[config.mk]
export PLATFORM = sky130hd
export DESIGN_NAME = obi_dmem_lrsc_adapter
export DESIGN_NICKNAME = d
export VERILOG_FILES = /design/src/rtl/obi_dmem_lrsc_adapter.sv
export SDC_FILE = /design/constraint.sdc
export NUM_CORES = 1
export LEC_CHECK = 0
export CAP_MARGIN = 30
export CORE_MARGIN = 1
export CORE_UTILIZATION = 30
export DETAILED_ROUTE_END_ITERATION = 10
export PLACE_DENSITY_LB_ADDON = 0.05
export SLEW_MARGIN = 5
export SYNTH_ARGS = -nofsm -noshare
export SYNTH_HDL_FRONTEND = slang
export SYNTH_SLANG_ARGS = --single-unit
[constraint.sdc]
create_clock -name clk_i -period 2.17 [get_ports clk_i]
set_input_delay 0.3255 -clock clk_i [delete_from_list [all_inputs] [get_ports clk_i]]
set_output_delay 0.3255 -clock clk_i [all_outputs]
set_load 0.03 [all_outputs]
[src/rtl/obi_dmem_lrsc_adapter.sv]
// OBI data port to single-outstanding L1 cache request adapter with LR/SC reservation tracking.
// Optional reservation expiry is enabled by defining RESV_TIMEOUT_EN.
module obi_dmem_lrsc_adapter #(
    parameter int unsigned RES_GRAN_LOG2 = 2,
    parameter int unsigned RESV_TIMEOUT  = 64
) (
    input  logic        clk_i,
    input  logic        nreset_i,
    input  logic        data_req_i,
    output logic        data_gnt_o,
    input  logic [31:0] data_addr_i,
    input  logic [3:0]  data_be_i,
    input  logic        data_we_i,
    input  logic [31:0] data_wdata_i,
    input  logic        data_lr_sc_i,
    output logic        data_rvalid_o,
    output logic [31:0] data_rdata_o,
    output logic        data_err_o,
    output logic        data_exokay_o,
    output logic        mem_valid_o,
    input  logic        mem_ready_i,
    output logic        mem_we_o,
    output logic [31:0] mem_addr_o,
    output logic [3:0]  mem_be_o,
    output logic [31:0] mem_wdata_o,
    input  logic        mem_resp_valid_i,
    input  logic [31:0] mem_rdata_i,
    input  logic        mem_err_i,
    input  logic        snoop_inv_valid_i,
    input  logic [31:0] snoop_inv_addr_i
);

    typedef enum logic [1:0] {S_IDLE, S_REQ, S_WAIT, S_RESP} state_e;
    typedef enum logic [1:0] {OP_LOAD, OP_STORE, OP_LR, OP_SC} op_e;

    function automatic logic [31:0] gran(input logic [31:0] a);
        return a >> RES_GRAN_LOG2;
    endfunction

    state_e      state_q, state_d;
    op_e         op_q, op_d, op_in;
    logic [31:0] addr_q, addr_d;
    logic [3:0]  be_q, be_d;
    logic [31:0] wdata_q, wdata_d;
    logic        mem_valid_q, mem_valid_d;
    logic        rvalid_q, rvalid_d;
    logic [31:0] rdata_q, rdata_d;
    logic        err_q, err_d;
    logic        exokay_q, exokay_d;
    logic        resv_valid_q, resv_valid_d;
    logic [31:0] resv_addr_q, resv_addr_d;

    logic        gnt;
    logic        addr_match;
    logic        snoop_hit;
    logic        snoop_new_hit;
    logic        sc_ok;
    logic        expired;

`ifdef RESV_TIMEOUT_EN
    localparam int unsigned CNT_W = $clog2(RESV_TIMEOUT + 1);
    logic [CNT_W-1:0] cnt_q, cnt_d;
    assign expired = resv_valid_q && (cnt_q == CNT_W'(RESV_TIMEOUT));
`else
    logic [31:0] unused_timeout;
    assign unused_timeout = 32'(RESV_TIMEOUT);
    assign expired        = 1'b0;
`endif

    assign gnt           = data_req_i && (state_q == S_IDLE);
    assign data_gnt_o    = gnt;
    assign addr_match    = gran(data_addr_i) == gran(resv_addr_q);
    assign snoop_hit     = snoop_inv_valid_i && (gran(snoop_inv_addr_i) == gran(resv_addr_q));
    assign snoop_new_hit = snoop_inv_valid_i && (gran(snoop_inv_addr_i) == gran(addr_q));
    assign sc_ok         = resv_valid_q && !snoop_hit && !expired && addr_match;

    always_comb begin
        if (data_lr_sc_i) op_in = data_we_i ? OP_SC : OP_LR;
        else              op_in = data_we_i ? OP_STORE : OP_LOAD;
    end

    always_comb begin
        state_d      = state_q;
        op_d         = op_q;
        addr_d       = addr_q;
        be_d         = be_q;
        wdata_d      = wdata_q;
        mem_valid_d  = 1'b0;
        rvalid_d     = 1'b0;
        rdata_d      = '0;
        err_d        = 1'b0;
        exokay_d     = 1'b0;
        // Snoop hits and expiry drop the reservation in any state; the cases below refine this.
        resv_valid_d = resv_valid_q && !snoop_hit && !expired;
        resv_addr_d  = resv_addr_q;
`ifdef RESV_TIMEOUT_EN
        cnt_d = cnt_q;
        if (resv_valid_q && !expired) cnt_d = cnt_q + CNT_W'(1);
`endif

        case (state_q)
            S_IDLE: begin
                if (gnt) begin
                    op_d    = op_in;
                    addr_d  = data_addr_i;
                    be_d    = data_be_i;
                    wdata_d = data_wdata_i;
                    if (op_in == OP_SC) begin
                        resv_valid_d = 1'b0;
                        if (sc_ok) begin
                            state_d     = S_REQ;
                            mem_valid_d = 1'b1;
                        end else begin
                            state_d  = S_RESP;
                            rvalid_d = 1'b1;
                        end
                    end else begin
                        state_d     = S_REQ;
                        mem_valid_d = 1'b1;
                        if (op_in == OP_STORE && addr_match) resv_valid_d = 1'b0;
                    end
                end
            end
            S_REQ: begin
                if (mem_ready_i) begin
                    state_d = S_WAIT;
                end else begin
                    mem_valid_d = 1'b1;
                end
            end
            S_WAIT: begin
                if (mem_resp_valid_i) begin
                    state_d  = S_RESP;
                    rvalid_d = 1'b1;
                    rdata_d  = (op_q == OP_LOAD || op_q == OP_LR) ? mem_rdata_i : '0;
                    err_d    = mem_err_i;
                    // A SC only reaches the cache when it already passed at grant.
                    exokay_d = !mem_err_i && (op_q == OP_LR || op_q == OP_SC);
                end
            end
            S_RESP: begin
                state_d = S_IDLE;
                if (op_q == OP_LR && !err_q) begin
                    resv_valid_d = !snoop_new_hit;
                    resv_addr_d  = addr_q;
`ifdef RESV_TIMEOUT_EN
                    cnt_d = '0;
`endif
                end
            end
            default: state_d = S_IDLE;
        endcase
    end

    always_ff @(posedge clk_i) begin
        if (!nreset_i) begin
            state_q      <= S_IDLE;
            op_q         <= OP_LOAD;
            addr_q       <= '0;
            be_q         <= '0;
            wdata_q      <= '0;
            mem_valid_q  <= 1'b0;
            rvalid_q     <= 1'b0;
            rdata_q      <= '0;
            err_q        <= 1'b0;
            exokay_q     <= 1'b0;
            resv_valid_q <= 1'b0;
            resv_addr_q  <= '0;
`ifdef RESV_TIMEOUT_EN
            cnt_q        <= '0;
`endif
        end else begin
            state_q      <= state_d;
            op_q         <= op_d;
            addr_q       <= addr_d;
            be_q         <= be_d;
            wdata_q      <= wdata_d;
            mem_valid_q  <= mem_valid_d;
            rvalid_q     <= rvalid_d;
            rdata_q      <= rdata_d;
            err_q        <= err_d;
            exokay_q     <= exokay_d;
            resv_valid_q <= resv_valid_d;
            resv_addr_q  <= resv_addr_d;
`ifdef RESV_TIMEOUT_EN
            cnt_q        <= cnt_d;
`endif
        end
    end

    assign mem_valid_o   = mem_valid_q;
    assign mem_we_o      = (op_q == OP_STORE) || (op_q == OP_SC);
    assign mem_addr_o    = addr_q;
    assign mem_be_o      = be_q;
    assign mem_wdata_o   = wdata_q;
    assign data_rvalid_o = rvalid_q;
    assign data_rdata_o  = rdata_q;
    assign data_err_o    = err_q;
    assign data_exokay_o = exokay_q;

endmodule

==> metrics.txt, run 1 <==
Crit Path Max Fanout=4; final clock skew=0.00651 ns; largest net degree at the start of global routing=71; dpl ws=-0.421 ns; gr usage total=19.6%; relative slew slack=63.6%; Pwr per Cell Area=956 mW/mm²; CP Data Required Time=2.48 ns; CTS Buffer Depth=2; M1 wire length=8060 µm; Post-Syn Area=0.00588 mm²; IO Port Bufs=244; HPWL after detailed placement=14100 µm; Synth warnings=0; layout cells sized above 1=6.65%; remaining antenna violation count=0; post-CTS setup buffers=0; Die Width=142 µm; wire length on met3=1440 µm; top cells by area, synth=dfxtp_1 (47%), nand2_1 (13%), a21boi_1 (13%); Worst-Margin Slew=0.545 ns; worst path cell trace=clkdlybuf4s50_1, xor2_1, nor4_2, buf_4, nand4_1, nor4_4, o31ai_1, a32o_1; Detailed Route WL=19300 µm; worst hold slack=0.350 ns; RSZ-0062 raised after global routing=no; crit path kind=input port to register; total CTS buffers=17; Die Height=142 µm; Setup violations, final=0; Leakage Power=3.45 nW; number of synthesized flops with an enable pin=0; Die Area=0.0201 mm²; Slowest Stage Delay on Critical Path=0.44 ns; Peak VDD IR=0.000542 V; n_diodes=0; Top FF cell, synth=dfxtp_1; Syn-to-layout area delta=59.9%; Worst-Skew Late Latency=0.42 ns; core area=0.0190 mm²; Synth Net Count=814; 1st-iter DRT viols=192; H-tree depth=4; initial antenna violation count=1; hold crit path type=input port to register; Initial Utilization=31.0%; final cell count without fillers=1193; highest routed layer=met5; Crit-path slowest cell=clkdlybuf4s50_1; Rows=50; first-pass GRT wire length=29600 µm; Commonest cells post-synth=nand2_1 (205), dfxtp_1 (139), a21boi_1 (98), xnor2_1 (59); met2 WL post-DR=9630 µm; Hold Vio Cnt, Final=0; fin worst setup slack=0.194 ns; synthesis-stage register bit count=139; Avg Cell Area, Syn=8.78 µm²; DR vias/cell=4.48; CTS tree=yes; Nets=1065; Clock Sinks=139; ys async rst share=0%; Yosys top cell by area=dfxtp_1; Placer Congestion=0.803; Clock Pin Slew Worst Setup and Hold Paths=0.06 ns; hold_buf cts=0; Netlist cell types=29; root buf cell=clkbuf_16; CP Capture Type=register; Tmin final=1.98 ns; max-cap violations=0; Max Clock Freq=506 MHz; grt total ovfl=0; Placement Cell Area=0.00873 mm²; router iterations before antenna repair=4; total power=8.98 mW; crit path DAT=2.28 ns; Placed Cells=1161; vias in the first global route=5460; io pins=247; via count=5349; Slew Viols, Final=0; # DRC=0; post-synth top area share=47.4%; top-count cell post-synth=nand2_1; fin area=0.00940 mm²; Mapped Cells=669; crit start category=input port; outcome=completed; sequential area share after synthesis=47.4%; Final period util=91.1%; WL/cell=16.2 µm
-- registers in the layout (all words and copies together), names as in the netlist, 2 cells and up --
name          cells
data_rdata_o     32
mem_addr_o       32
mem_be_o          4
mem_wdata_o      32
op_q              2
resv_addr_q      30
state_q           2
-- logic make-up (layout without fill, tap and decap cells) --
| logic type | count (synthesis) | after routing | synth area share (%) |
|---|---|---|---|
| and+or+nand+nor | 281 | 281 | 21.2 |
| AOI/OAI and AO/OA | 113 | 113 | 14.5 |
| adders and majority gates | 4 | 4 | 0.852 |
| DFF | 139 | 139 | 47.4 |
| buffers and inverters | 42 | 306 | 2.68 |
| xor gates and xnor gates | 90 | 90 | 13.4 |
-- routing by layer --
metal | vias to the layer above | global-route usage [%]
met5 | - | 0
met4 | 2 | 5.72
met3 | 12 | 6.93
met2 | 163 | 33.7
met1 | 2488 | 22.9
li1 | 2684 | -
-- layout by cell type, fill, tap and decap left out, types with 2 or more instances in the layout --
master	netlist	layout
buf_12	0	4
and3_1	2	2
nand4_1	16	16
inv_6	0	4
o21ai_0	2	2
a21boi_1	98	98
inv_1	5	5
clkinvlp_4	0	3
a21boi_0	4	4
and2_1	33	33
clkdlybuf4s50_1	0	242
dfxtp_1	139	139
nor2_1	4	4
xor2_1	31	31
buf_4	0	21
bufinv_16	0	5
nor3b_1	3	3
ha_1	4	4
clkbuf_16	0	17
xnor2_1	59	59
nor4_1	11	10
nand3_1	4	4
nand2_1	205	204
a21oi_1	3	3
-- layout make-up --
cell class | instances | area (µm²)
clock buffers | 19 | 443
clock inverters | 13 | 213
fillers | 1819 | 9560
inverters | 6 | 22.5
multi-input cells | 488 | 2940
flip-flops and latches | 139 | 2780
well taps | 260 | 325
repair buffers | 268 | 2670
-- critical path, delay by kind of cell --
| kind | cells | cell delay [ns] |
|---|---|---|
| simple gates | 3 | 0.77 |
| buf+inv | 2 | 0.61 |
| compound gates | 2 | 0.38 |
| xor+xnor | 1 | 0.19 |
-- power by group --
group          total [mW]  internal [mW]  switching (mW)
logic                2.68           1.14            1.54
clock network        3.25           2.08            1.16
registers            3.05           2.84           0.216
-- final timing paths --
kind                                       from              end  slack, ns  cells after the start
worst max-delay path            data_addr_i[24]     resv_valid_q       0.19                      8
worst min-delay path                   nreset_i  mem_wdata_o[10]       0.35                      2
worst max register to register  resv_addr_q[24]       state_q[1]       0.22                      8
worst min register to register      mem_be_o[3]      mem_be_o[3]       0.45                      2
-- through the flow --
stage               TNS (ns)  utilization [%]
floorplan                  0                -
global placement       -1.44             46.1
detailed placement     -1.30             46.1
CTS                        0             49.6
global route               0             49.6
finish                     0             49.6
-- timing repair --
action | 4_1_cts | 5_1_grt
resized for setup | 1 | 0
hold endpoints to repair | 0 | 0
pin swaps | 0 | 1
endpoints found under the setup margin | 1 | 2
(Power assumes the default switching activity.)
==> run 2, diff against run 1 <==
--- a/config.mk
+++ b/config.mk
@@ -6,8 +6,10 @@
 export NUM_CORES = 1
 export LEC_CHECK = 0
 export CAP_MARGIN = 30
+export CELL_PAD_IN_SITES_DETAIL_PLACEMENT = 2
+export CELL_PAD_IN_SITES_GLOBAL_PLACEMENT = 2
 export CORE_MARGIN = 1
-export CORE_UTILIZATION = 30
+export CORE_UTILIZATION = 24
 export DETAILED_ROUTE_END_ITERATION = 10
 export PLACE_DENSITY_LB_ADDON = 0.05
 export SLEW_MARGIN = 5
==> run 2 against run 1 <==
  * First-iteration DRC count fell by 9.9%
  * Combinational power is 4% higher
  * Clock skew rose by 0.0041 ns
  * Sequential share of layout area is 0.56 points lower
  * Non-clock buffer count up 18
  * Design area increased by 1.9%
  * Core utilization decreased by 9.2 points
  * Critical path type unchanged
  * Largest cell class unchanged
==> metrics.txt, run 2 (synthesis gave the netlist of run 1 again) <==
gr usage total=19.0% (was 19.6%); 1st-iter DRT viols=173 (was 192); HPWL after detailed placement=17800 µm (was 14100 µm); CTS Buffer Depth=2 (unchanged); Pwr per Cell Area=932 mW/mm² (was 956 mW/mm²); io pins=247 (unchanged); first-pass GRT wire length=35300 µm (was 29600 µm); Final period util=97.0% (was 91.1%); Clock Sinks=139 (unchanged); vias in the first global route=6361 (was 5460); relative slew slack=74.3% (was 63.6%); Peak VDD IR=0.000415 V (was 0.000542 V); Clock Pin Slew Worst Setup and Hold Paths=0.06 ns (about the same); outcome=completed (unchanged); hold crit path type=input port to register (unchanged); crit start category=input port (unchanged); Worst-Margin Slew=0.381 ns (was 0.545 ns); Hold Vio Cnt, Final=0 (unchanged); Die Width=158 µm (was 142 µm); H-tree depth=4 (unchanged); IO Port Bufs=244 (unchanged); router iterations before antenna repair=5 (was 4); Leakage Power=3.53 nW (was 3.45 nW); M1 wire length=9090 µm (was 8060 µm); Die Area=0.0251 mm² (was 0.0201 mm²); total CTS buffers=17 (unchanged); RSZ-0062 raised after global routing=yes (was no); net switching power=3.04 mW (was 2.91 mW); grt total ovfl=0 (unchanged); wire length on met3=1500 µm (was 1440 µm); core area=0.0238 mm² (was 0.0190 mm²); Initial Utilization=24.7% (was 31.0%); Placement Cell Area=0.00895 mm² (was 0.00873 mm²); area occupied by registers=0.00278 mm² (unchanged); Sum Neg Setup Slack=0 ns (unchanged); crit path DAT=2.40 ns (was 2.28 ns); initial antenna violation count=1 (unchanged); Slew Viols, Final=0 (unchanged); final clock skew=0.0106 ns (was 0.00651 ns); Reg power frac=34.4% (was 34.0%); CTS tree=yes (unchanged); hold_buf cts=0 (unchanged); crit path kind=input port to register (unchanged); commonest non-fill, non-tap cells in the layout=clkdlybuf4s50_1 (242), nand2_1 (204), dfxtp_1 (139) (unchanged); # DRC=0 (unchanged); Max Clock Freq=475 MHz (was 506 MHz); Detailed Route WL=23400 µm (was 19300 µm); highest routed layer=met4 (was met5); most common cell after layout, fill and taps aside=clkdlybuf4s50_1 (unchanged); Worst-Skew Late Latency=0.42 ns (about the same); Rows=56 (was 50); Setup violations, final=0 (unchanged); WL/cell=18.4 µm (was 16.2 µm); Clk pwr share=34.2% (was 36.1%); root buf cell=clkbuf_16 (unchanged); fin area=0.00958 mm² (was 0.00940 mm²); DR vias/cell=4.46 (was 4.48); largest net degree at the start of global routing=83 (was 71); remaining antenna violation count=0 (unchanged); Tmin final=2.10 ns (was 1.98 ns); Nets=1083 (was 1065); switching fraction of total power=34.1% (was 32.5%); post-CTS setup buffers=0 (unchanged); met2 WL post-DR=12400 µm (was 9630 µm); Fill cells=2581 (was 1819); Placer Congestion=0.804 (was 0.803); Crit Path Max Fanout=3 (was 4); Internal=5.88 mW (was 6.06 mW); CP Capture Type=register (unchanged); Comb pwr share=31.4% (was 29.9%); Die Height=158 µm (was 142 µm); total power=8.93 mW (was 8.98 mW); max-cap violations=0 (unchanged); via count=5669 (was 5349); area of the multi-input gates=0.00294 mm² (unchanged); CP Data Required Time=2.47 ns (was 2.48 ns); worst hold slack=0.283 ns (was 0.350 ns); layout cells sized above 1=8.31% (was 6.65%); Syn-to-layout area delta=63.0% (was 59.9%)
==> run 2: cell count changes in the layout (fill, tap and decap cells not counted), sizes merged <==
cell | previous run | this run
buf | 26 | 44
clkinv | 1 | 4
clkbuf | 19 | 20
diode | 0 | 1
inv | 10 | 8
bufinv | 5 | 3
==> run 2: metrics by stage <==
step	util (%)	cells	setup slack, ns
5_1_grt	40.3	1271	-0.0222
2_1_floorplan	-	669	0.445
3_5_place_dp	37.7	1238	-0.539
4_1_cts	40.3	1270	0.0960
6_report	40.3	1271	0.0659
3_3_place_gp	37.7	1238	-0.538
==> run 2: per-layer routing <==
metal  vias to the layer above  GRT usage, %
met5                         -             0
met4                         0          5.95
met3                        27          5.82
met2                       155          36.0
met1                      2766          19.9
li1                       2721             -
==> run 2: worst max-delay path, cell delays in order <==
cell and delay (ns):
clkdlybuf4s50_1 0.44, xor2_1 0.18, nor4_2 0.34, buf_4 0.18
nand4_1 0.12, buf_4 0.18, nor4_4 0.22, o31ai_1 0.13
a32o_1 0.28
==> run 2: timing repair <==
item / 4_1_cts / 5_1_grt
endpoints found under the setup margin: 5 / 1
resized for setup: 2 / 0
pin swaps: 1 / 0
==> run 2: power by group through the flow <==
stage	clock network (mW)	registers, mW	logic, mW
final	3.06	3.07	2.80
after global routing	3.26	3.11	3.05
after CTS	3.16	3.08	2.87
after detailed placement	0	3.13	2.85
after global placement	0	3.11	2.77
after floorplan	0	3.56	0.977
==> run 2: final timing paths <==
path	end	start	slack (ns)	depth (start not counted)
worst min-delay path	data_exokay_o	nreset_i	0.28	3
worst min register to register	mem_wdata_o[22]	mem_wdata_o[22]	0.46	2
worst max register to register	resv_valid_q	resv_addr_q[13]	0.13	8
worst max-delay path	resv_valid_q	data_addr_i[13]	0.07	9
==> run 2: cell type report <==
type	count	area share (%)
repair buffers	286	29.4
clock buffers	20	4.66
clock inverters	12	1.72
well taps	319	4.17
inverters	6	0.261
diodes	1	0.0261
multi-input cells	488	30.7
flip-flops and latches	139	29.1
